==> src/rtl/bin2bcd_arb.sv <==
// rtl/bin2bcd_arb.sv - round-robin arbiter sharing one pipelined bin2bcd converter
module bin2bcd_arb #(
    parameter int NREQ      = 4,
    parameter int TAG_DEPTH = 8,
    parameter int IDW       = 2
) (
    input  logic                       clk,
    input  logic                       rstn,
    input  logic [NREQ-1:0]            req_vld,
    input  logic [NREQ*11-1:0]         req_bin,
    output logic [NREQ-1:0]            req_rdy,
    output logic [10:0]                cvt_bin,
    output logic                       cvt_vld,
    input  logic [16:0]                cvt_bcd,
    input  logic                       cvt_bcd_vld,
    output logic [16:0]                rsp_bcd,
    output logic [NREQ-1:0]            rsp_vld,
    output logic                       range_err,
    output logic                       tag_err,
    output logic [$clog2(TAG_DEPTH):0] outstanding
);

    localparam int AW = $clog2(TAG_DEPTH);
    localparam logic [AW:0] FULL_CNT = (AW+1)'(TAG_DEPTH);
    localparam logic [10:0] NEG_MIN = 11'h400;

    logic [IDW-1:0]  ptr;
    logic [IDW-1:0]  gnt_id;
    logic [NREQ-1:0] gnt;
    logic [10:0]     gnt_word;
    logic            can_issue;
    logic            xfer;
    logic            pop;
    logic            fifo_empty;
    int              idx;

    logic [IDW-1:0]  tag_mem [TAG_DEPTH];
    logic [AW-1:0]   wr_ptr;
    logic [AW-1:0]   rd_ptr;

    // Credit check uses the registered count only, so a full FIFO blocks issue
    // even when a result pops in the same cycle.
    always_comb begin
        gnt       = '0;
        gnt_id    = '0;
        gnt_word  = '0;
        idx       = 0;
        can_issue = (outstanding < FULL_CNT);
        if (can_issue && rstn) begin
            for (int k = 1; k <= NREQ; k++) begin
                idx = (int'(ptr) + k) % NREQ;
                if ((gnt == '0) && req_vld[idx]) begin
                    gnt[idx] = 1'b1;
                    gnt_id   = IDW'(idx);
                    gnt_word = req_bin[idx*11 +: 11];
                end
            end
        end
    end

    assign req_rdy    = gnt;
    assign xfer       = |gnt;
    assign fifo_empty = (outstanding == '0);
    assign pop        = cvt_bcd_vld && !fifo_empty;

    always_ff @(posedge clk or negedge rstn) begin
        if (!rstn) begin
            ptr       <= IDW'(NREQ - 1);
            cvt_vld   <= 1'b0;
            cvt_bin   <= '0;
            range_err <= 1'b0;
        end else begin
            cvt_vld   <= xfer;
            range_err <= xfer && (gnt_word == NEG_MIN);
            if (xfer) begin
                ptr     <= gnt_id;
                cvt_bin <= (gnt_word == NEG_MIN) ? 11'h000 : gnt_word;
            end
        end
    end

    always_ff @(posedge clk) begin
        if (xfer) begin
            tag_mem[wr_ptr] <= gnt_id;
        end
    end

    always_ff @(posedge clk or negedge rstn) begin
        if (!rstn) begin
            wr_ptr      <= '0;
            rd_ptr      <= '0;
            outstanding <= '0;
            rsp_vld     <= '0;
            rsp_bcd     <= '0;
            tag_err     <= 1'b0;
        end else begin
            if (xfer) begin
                wr_ptr <= wr_ptr + 1'b1;
            end
            if (pop) begin
                rd_ptr  <= rd_ptr + 1'b1;
                rsp_vld <= NREQ'(1) << tag_mem[rd_ptr];
                rsp_bcd <= cvt_bcd;
            end else begin
                rsp_vld <= '0;
            end
            case ({xfer, pop})
                2'b10:   outstanding <= outstanding + 1'b1;
                2'b01:   outstanding <= outstanding - 1'b1;
                default: outstanding <= outstanding;
            endcase
            if (cvt_bcd_vld && fifo_empty) begin
                tag_err <= 1'b1;
            end
        end
    end

endmodule
==> config.mk <==
export PLATFORM = sky130hd
export DESIGN_NAME = bin2bcd_arb
export DESIGN_NICKNAME = d
export VERILOG_FILES = /design/src/rtl/bin2bcd_arb.sv
export SDC_FILE = /design/constraint.sdc
export NUM_CORES = 1
export LEC_CHECK = 0
export CORE_UTILIZATION = 45
export CTS_CLUSTER_DIAMETER = 200
export CTS_CLUSTER_SIZE = 16
export DETAILED_ROUTE_END_ITERATION = 8
export GPL_ROUTABILITY_DRIVEN = 0
export PLACE_DENSITY = 0.72
export SYNTH_ARGS = -nofsm -noshare
export SYNTH_HDL_FRONTEND = slang
export SYNTH_SLANG_ARGS = --single-unit
==> constraint.sdc <==
create_clock -name clk -period 6.75 [get_ports clk]
set_input_delay 1.0125 -clock clk [delete_from_list [all_inputs] [get_ports clk]]
set_output_delay 1.0125 -clock clk [all_outputs]
set_load 0.005 [all_outputs]
==> results of run 1 <==
[final timing paths]
check                      depth (start not counted)       start     endpoint  slack [ns]
setup / recovery                                  10  req_vld[1]   req_rdy[3]        1.33
hold / removal                                     1     tag_err      tag_err        0.45
setup reg to reg                                  11      ptr[0]  cvt_bin[10]        1.52
hold reg to reg                                    1     tag_err      tag_err        0.45
max in group asynchronous                          2        rstn   rsp_bcd[9]        5.57
min in group asynchronous                          2        rstn  rsp_bcd[13]        0.78
[synth_stat cells (6+ instances only)]
cell / number
mux4_2: 79
nand2_1: 153
and2_1: 6
ha_1: 13
buf_1: 12
buf_4: 8
buf_2: 18
o21ai_0: 41
o22ai_1: 11
o211ai_1: 9
mux2_2: 34
o21a_1: 6
o31ai_1: 7
mux2i_1: 86
nor2b_1: 10
inv_1: 11
xnor2_1: 6
a211oi_1: 18
a32oi_1: 6
nor2_1: 65
a21oi_1: 28
nor3_1: 20
a31oi_1: 13
edfxtp_1: 16
clkbuf_1: 46
nand2b_1: 7
dfrtp_1: 45
o32ai_1: 6
nand3_1: 17
[flip-flops by register name (all words and copies together) (netlist names)]
signal / count
wr_ptr: 3
range_err: 1
rd_ptr: 3
ptr: 2
cvt_bin: 11
rsp_bcd: 17
tag_mem: 16
outstanding: 4
tag_err: 1
cvt_vld: 1
rsp_vld: 4
[layout by cell type, fill, tap and decap left out, drive strengths merged, types with 4 or more instances in the layout]
cell and n:
o21a 6, a221oi 5, xnor2 6, clkdlybuf4s50 109, or3 5, o2bb2ai 4, nor2b 10, dfrtp 45
ha 13, clkbuf 9, a211o 5, nor4 4, a32oi 6, buf 20, nor3 20, nor2 66
a21o 4, a31oi 13, o22ai 11, and2 7, o32ai 6, inv 15, nand4 5, o31ai 7
nand3 17, mux2i 86, nand2 153, mux2 34, mux4 79, a21oi 28, a211oi 18, o21ai 43
o211ai 9, or2 4, edfxtp 16, a22oi 6, nand2b 7
[final cells by class]
type / instances / area (sq um) / share of cell area [%]
clock buffers: 9 / 225.2 / 2.326
clock inverters: 7 / 72.57 / 0.7494
inverters: 14 / 52.55 / 0.5426
multi-input cells: 740 / 6146 / 63.46
flip-flops and latches: 63 / 1663 / 17.17
well taps: 229 / 286.5 / 2.959
repair buffers: 129 / 1239 / 12.79
[power groups by stage]
stage | Clock, uW | Sequential (uW) | Combinational, uW
6_report | 448 | 610 | 2370
5_1_grt | 472 | 629 | 2520
4_1_cts | 458 | 611 | 2290
3_5_place_dp | 0 | 618 | 2280
3_3_place_gp | 0 | 615 | 2260
2_1_floorplan | 0 | 592 | 1620
[stage by stage]
stage               power [uW]  setup WS [ns]  hold WS (ns)
global placement          2877          1.421        0.4399
detailed placement        2900          1.377        0.4442
global route              3617          1.122        0.4600
CTS                       3362          1.369        0.4565
finish                    3425          1.328        0.4527
floorplan                 2215          1.749        0.4510
[cell families after synthesis]
group	after synthesis	share of synthesized area, %
AO/OA/AOI/OAI	208	17.80
buffers and inverters	102	5.646
multiplexers	199	36.67
adder cells (fa/ha/maj)	14	2.216
flip-flops	63	20.12
AND/OR/NAND/NOR	311	16.69
XOR/XNOR	8	0.8499
[worst max-delay path: stages]
cell	delay, ns
clkdlybuf4s50_1	0.46
mux4_2	0.69
a21boi_2	0.48
a22oi_2	0.19
a311o_1	0.39
nor2_2	0.13
buf_4	0.23
nand2_1	0.09
a31oi_1	0.20
clkdlybuf4s50_1	0.53
[metal layers]
layer	track usage, %	part of all wire [%]	vias to the layer above
met5	0	0	-
met2	47.56	42	764
li1	-	-	3598
met1	39.98	36	3862
met4	19.66	7.2	0
met3	8.389	15	186
==> impl_metrics.toml, run 1 <==
[floorplan]
die_width_um = 137.4
num_io_pins = 111
die_y_um = 137.4
coreArea_sq_um = 17960
initial_core_util_pct = 45.89
row_count = 49
die_area_sq_um = 18870

[finish]
fillers = 1635
layout-drive-gt1-share_pct = 17.78
synthToLayoutAreaGrowth_pct = 17.47
nets = 1039
final_util_pct = 53.91
insertedDiodeCount = 0
final_area_sq_um = 9684
layoutNonFillerInstCount = 1191

[worst_setup_path]
crit_fanout = 22
required_ns = 5.74
critPathKind = "in -> out"
worstPathArrival_ns = 4.41
end_kind = "output port"
startpoint_type = "primary input"

[power_and_ir_drop]
switchingPower_uw = 1602
power.internal_uw = 1823
netSwitchingFraction_pct = 46.77
p_clk_share_pct = 13.1
combPwrFrac_pct = 69.1
seq_power_share_pct = 17.8
powerDensity_nw_per_um2 = 353.6
p_leak_uw = 0.003566
ir_drop_v = 0.0002760

[sta]
finalSetupViolCount = 0
tightest_slew_ns = 1.101
maxSlewHeadroom_pct = 25.66
post-route-min-period_ns = 5.422
skew_ns = 0.005980
fmax_mhz = 184.4
fin_setup_tns_ns = 0
rsz0062_at_grt = "false"
fin_crit_sh_pct = 80.33
report.final.slew_viol_count = 0
hold_viol_final = 0

[route]
routedWlPerCell_um = 24.67
routed_via_density = 7.061
wl_mm = 29.39
dr_total_vias = 8410
detail-route-antenna-nets = 0
dr.pass1.iters = 7
post-route-drc-count = 0
drt_iter0_drc = 1462

[clock_tree]
numClockSinks = 63
cts.htree.levels = 3
worstSkewPairLatency_ns = 0.33
numCtsBuffers = 9
hold_buffers = 0
cts_root_buf = "clkbuf_16"
post-cts-setup-buffers = 0
cts_buffer_depth = 2
path_clk_slew_ns = 0.05
cts_tree = "done"
cts_resized = 0

[placement]
port_buffers = 110
post-dp-hpwl_mm = 20.83
dp_cells = 1175
placed_cell_area_sq_um = 9387

[synthesis]
synth_edf_count = 16
ys_warn_count = 0
yosysTopAreaCell = "mux4_2"
async_flop_share_pct = 74.60
avgSynthCellArea_sq_um = 9.110
synth_top_area_share_pct = 21.58
yosysSeqAreaShare_pct = 20.12
netlist_instances = 905
synthTopCellsByArea = "mux4_2 22%, dfrtp_1 14%, mux2i_1 10%"
synth.ff_latch_count = 63
syn-num-nets = 987
synth_ff_type = "dfrtp_1"
synthDistinctLibCells = 75
synthesis.area_sq_um = 8244

[grt]
antenna_found_initial = 0
grtUsageTotal_pct = 31.49
grt_max_degree = 68
grt_pass1_vias = 7843
overflow = 0
grt_pass1_wl_mm = 44.88

[hold_path]
hold_path.class = "reg -> reg"

[flow_run]
drv_cap = 0

[outcome]
outcome = "finished clean"
Power figures use the tool's default switching activity.
==> run 2, diff against run 1 <==
- clock period: 6.75 -> 5.1 ns (I/O delays scaled with it)
==> impl_metrics.toml, run 2 (same netlist as run 1, synthesis figures left out) <==
[clock_tree]
worstSkewPairLatency_ns = 0.33
cts_tree = "done"
numCtsBuffers = 9
path_clk_slew_ns = 0.06
cts_buffer_depth = 2
cts_root_buf = "clkbuf_16"
post-cts-setup-buffers = 0
hold_buffers = 0
cts_resized = 0
cts.htree.levels = 3
numClockSinks = 63

[worst_setup_path]
startpoint_type = "flip-flop"
required_ns = 4.34
critPathKind = "reg -> out"
cp_slowest_cell = "dfstp_4"
crit_fanout = 12
worstPathArrival_ns = 4.08
end_kind = "output port"
cp_cell_sequence = "inv_2, ha_2, or4_1, a21boi_2, a22oi_2, a311o_1, o31ai_1, and2_1, clkdlybuf4s50_1"
crit_buf_inv = 2
cp_slowest_stage_delay_ns = 0.72
cp_top_family = "compound AO/OA/AOI/OAI gates"

[grt]
overflow = 0
grt_pass1_wl_mm = 45.21
grtUsageTotal_pct = 31.92
antenna_found_initial = 0
grt_max_degree = 111
grt_pass1_vias = 7844

[floorplan]
die_area_sq_um = 18870
die_width_um = 137.4
coreArea_sq_um = 17960
row_count = 49
initial_core_util_pct = 45.89
num_io_pins = 111
die_y_um = 137.4

[hold_path]
hold_path.class = "reg -> reg"

[finish]
regArea_sq_um = 1663
final_area_sq_um = 9817
nets = 1055
final_util_pct = 54.65
layout-drive-gt1-share_pct = 19.12
mostFrequentLayoutCell = "nand2_1"
multi_input_comb_area_sq_um = 6146
top_register = "rsp_bcd"
largest_reg_flops = 17
largestRegisters = "rsp_bcd: 17 flops, tag_mem: 16 flops, cvt_bin: 11 flops"
insertedDiodeCount = 0
fillers = 1589
synthToLayoutAreaGrowth_pct = 19.08
final_cell_mix = "153 x nand2_1, 109 x clkdlybuf4s50_1, 86 x mux2i_1"

[route]
detail-route-antenna-nets = 0
drt_iter0_drc = 1245
routedWlPerCell_um = 24.64
dr.pass1.iters = 8
routed_via_density = 6.941
post-route-drc-count = 0
dr_total_vias = 8378
wl_mm = 29.74

[sta]
maxSlewHeadroom_pct = 45.49
fin_setup_tns_ns = 0
skew_ns = 0.009271
whs_ns = 0.4696
rsz0062_at_grt = "false"
tightest_slew_ns = 0.8114
hold_viol_final = 0
post-route-min-period_ns = 4.847
finalSetupViolCount = 0
report.final.slew_viol_count = 0
fin_crit_sh_pct = 95.04
fmax_mhz = 206.3

[placement]
port_buffers = 110
placed_cell_area_sq_um = 9532
post-dp-hpwl_mm = 21.54

[power_and_ir_drop]
p_leak_uw = 0.003639
ir_drop_v = 0.0003511
powerDensity_nw_per_um2 = 462.7

[outcome]
outcome = "finished clean"

[flow_run]
drv_cap = 0
run 2: stage by stage:
stage,setup slack (ns),instances,power (uW)
finish,0.2527,1207,4542
global route,0.05782,1207,4818
CTS,0.2647,1207,4469
detailed placement,0.4432,1191,3886
global placement,0.5460,1191,3856
floorplan,0.09920,905,2932
run 2: area by class of cell:
| cell class | instances | area share [%] |
|---|---|---|
| Clock inverter | 6 | 0.4716 |
| Inverter | 14 | 0.5353 |
| Clock buffer | 10 | 2.434 |
| Tap cell | 229 | 2.919 |
| Timing Repair Buffer | 145 | 14.10 |
| Multi-Input combinational cell | 740 | 62.61 |
| Sequential cell | 63 | 16.94 |
run 2: worst paths after layout:
kind                       startpoint              to  slack (ns)  depth (start not counted)
max                            ptr[0]      req_rdy[2]        0.25                          9
min                        rsp_bcd[9]      rsp_bcd[9]        0.47                          2
max reg2reg                    ptr[0]  outstanding[3]        0.51                         15
min reg2reg                rsp_bcd[9]      rsp_bcd[9]        0.47                          2
max in group asynchronous        rstn     rsp_bcd[12]        4.16                          2
min in group asynchronous        rstn      cvt_bin[6]        0.55                          2
run 2: routing by layer:
layer  vias to the layer above  GRT usage (%)  share of wire (%)
li1                       3617              -                  -
met2                       757          48.01                 42
met5                         -              0                  0
met4                         0          18.19                6.5
met3                       166          10.71                 15
met1                      3838          39.96                 37
run 2: tightest hold or removal path: stages (launching register included):
cell,delay [ns]
dfrtp_1,0.34
nand2_1,0.05
nand2_1,0.05
run 2: where the power goes:
part	total (uW)	internal (uW)	switching (uW)
registers	816	679	136
logic	3170	1390	1780
clock network	561	343	219
==> run 3, diff against run 2 <==
- GPL_ROUTABILITY_DRIVEN: 0 -> not set
==> impl_metrics.toml, run 3 (same netlist as run 1, synthesis figures left out) <==
[outcome]
outcome = "finished clean"

[sta]
fmax_mhz = 210.0
tightest_slew_ns = 0.7669
fin_setup_tns_ns = 0
maxSlewHeadroom_pct = 47.41
rsz0062_at_grt = "false"
whs_ns = 0.4411
fin_crit_sh_pct = 93.38
hold_viol_final = 0
setup_ws_ns = 0.3374
post-route-min-period_ns = 4.763
skew_ns = 0.004755
finalSetupViolCount = 0
report.final.slew_viol_count = 0

[placement]
dp_slack_ns = 0.4920
port_buffers = 110
post-dp-hpwl_mm = 22.58
placed_cell_area_sq_um = 9527
gp_congestion = 1.011
dp_cells = 1192

[route]
drt_iter0_drc = 979
wl_mm = 30.86
routedWlPerCell_um = 25.55
routed_via_density = 6.906
post-route-drc-count = 0
dr.pass1.iters = 6
dr_total_vias = 8343
detail-route-antenna-nets = 0

[worst_setup_path]
path_depth = 9
r2r-start = "ptr[0]"
critPathKind = "reg -> out"
crit_buf_inv = 2
worstPathArrival_ns = 4.00
rr_worst_depth = 15
cp_top_family = "compound AO/OA/AOI/OAI gates"
cp-startpoint = "ptr[0]"
r2r_setup_slack_ns = 0.58
required_ns = 4.34
cp_slowest_cell = "dfstp_4"
crit_fanout = 11
cp_cell_sequence = "inv_2, ha_1, or4_1, a21boi_2, a22oi_2, a311o_1, o31ai_1, and2_1, clkdlybuf4s50_1"
endpoint = "req_rdy[2]"
end_kind = "output port"
cp_slowest_stage_delay_ns = 0.72
startpoint_type = "flip-flop"
crit-reg2reg-capture = "outstanding[3]"

[grt]
overflow = 0
grtUsageTotal_pct = 33.26
antenna_found_initial = 0
grt_pass1_vias = 7848
grt_max_degree = 117
grt_pass1_wl_mm = 46.58

[finish]
final_area_sq_um = 9848
insertedDiodeCount = 0
synthToLayoutAreaGrowth_pct = 19.46
mostFrequentLayoutCell = "nand2_1"
largest_reg_flops = 17
top_register = "rsp_bcd"
nets = 1056
layout-drive-gt1-share_pct = 19.10
largestRegisters = "rsp_bcd: 17 flops, tag_mem: 16 flops, cvt_bin: 11 flops"
layoutNonFillerInstCount = 1208
final_cell_mix = "153 x nand2_1, 109 x clkdlybuf4s50_1, 86 x mux2i_1"

[power_and_ir_drop]
powerDensity_nw_per_um2 = 471.6
p_leak_uw = 0.003657
ir_drop_v = 0.0003044

[clock_tree]
numClockSinks = 63
numCtsBuffers = 9
cts_tree = "done"
hold_buffers = 0
worstSkewPairLatency_ns = 0.32
path_clk_slew_ns = 0.05
cts_resized = 0
cts.htree.levels = 3
cts_root_buf = "clkbuf_16"
post-cts-setup-buffers = 0
cts_buffer_depth = 2

[floorplan]
num_io_pins = 111
die_y_um = 137.4
coreArea_sq_um = 17960
initial_core_util_pct = 45.89
die_area_sq_um = 18870
row_count = 49
die_width_um = 137.4

[flow_run]
drv_cap = 0

[hold_path]
hold_path.class = "in -> async"
-- run 3: final cells by class --
type                    count  area (sq um)
well taps                 229         286.5
flip-flops and latches     63          1663
multi-input cells         740          6146
clock buffers              10         229.0
inverters                  14         52.55
fillers                  1623          8115
clock inverters             6         92.59
repair buffers            146          1379
-- run 3: per-stage QoR --
step                util [%]  power, uW
floorplan                  -       2932
global placement       53.03       3900
detailed placement     53.03       3924
CTS                    54.82       4592
global route           54.82       4912
finish                 54.82       4644
-- run 3: per-layer routing --
metal	track usage [%]	part of all wire, %	up-vias	wire length (um)
met4	17.16	6.1	0	1883
met2	53.17	44	649	13710
met5	0	0	-	0
met1	42.66	37	3945	11470
li1	-	-	3612	-
met3	6.549	12	137	3806
-- run 3: power breakdown --
part / switching (uW) / total (uW) / leakage (uW) / internal (uW)
Sequential: 135 / 815 / 0.000732 / 680
Clock: 213 / 642 / 0.000149 / 430
Combinational: 1800 / 3190 / 0.00278 / 1390
Total: 2150 / 4640 / 0.00366 / 2500
-- run 3: how the worst min path moves through the flow --
stage | start | endpoint
5_1_grt | tag_err | tag_err
6_report | rstn | outstanding[1]
2_1_floorplan | tag_err | tag_err
4_1_cts | rstn | cvt_bin[2]
3_3_place_gp | tag_err | tag_err
3_5_place_dp | rsp_bcd[6] | rsp_bcd[6]
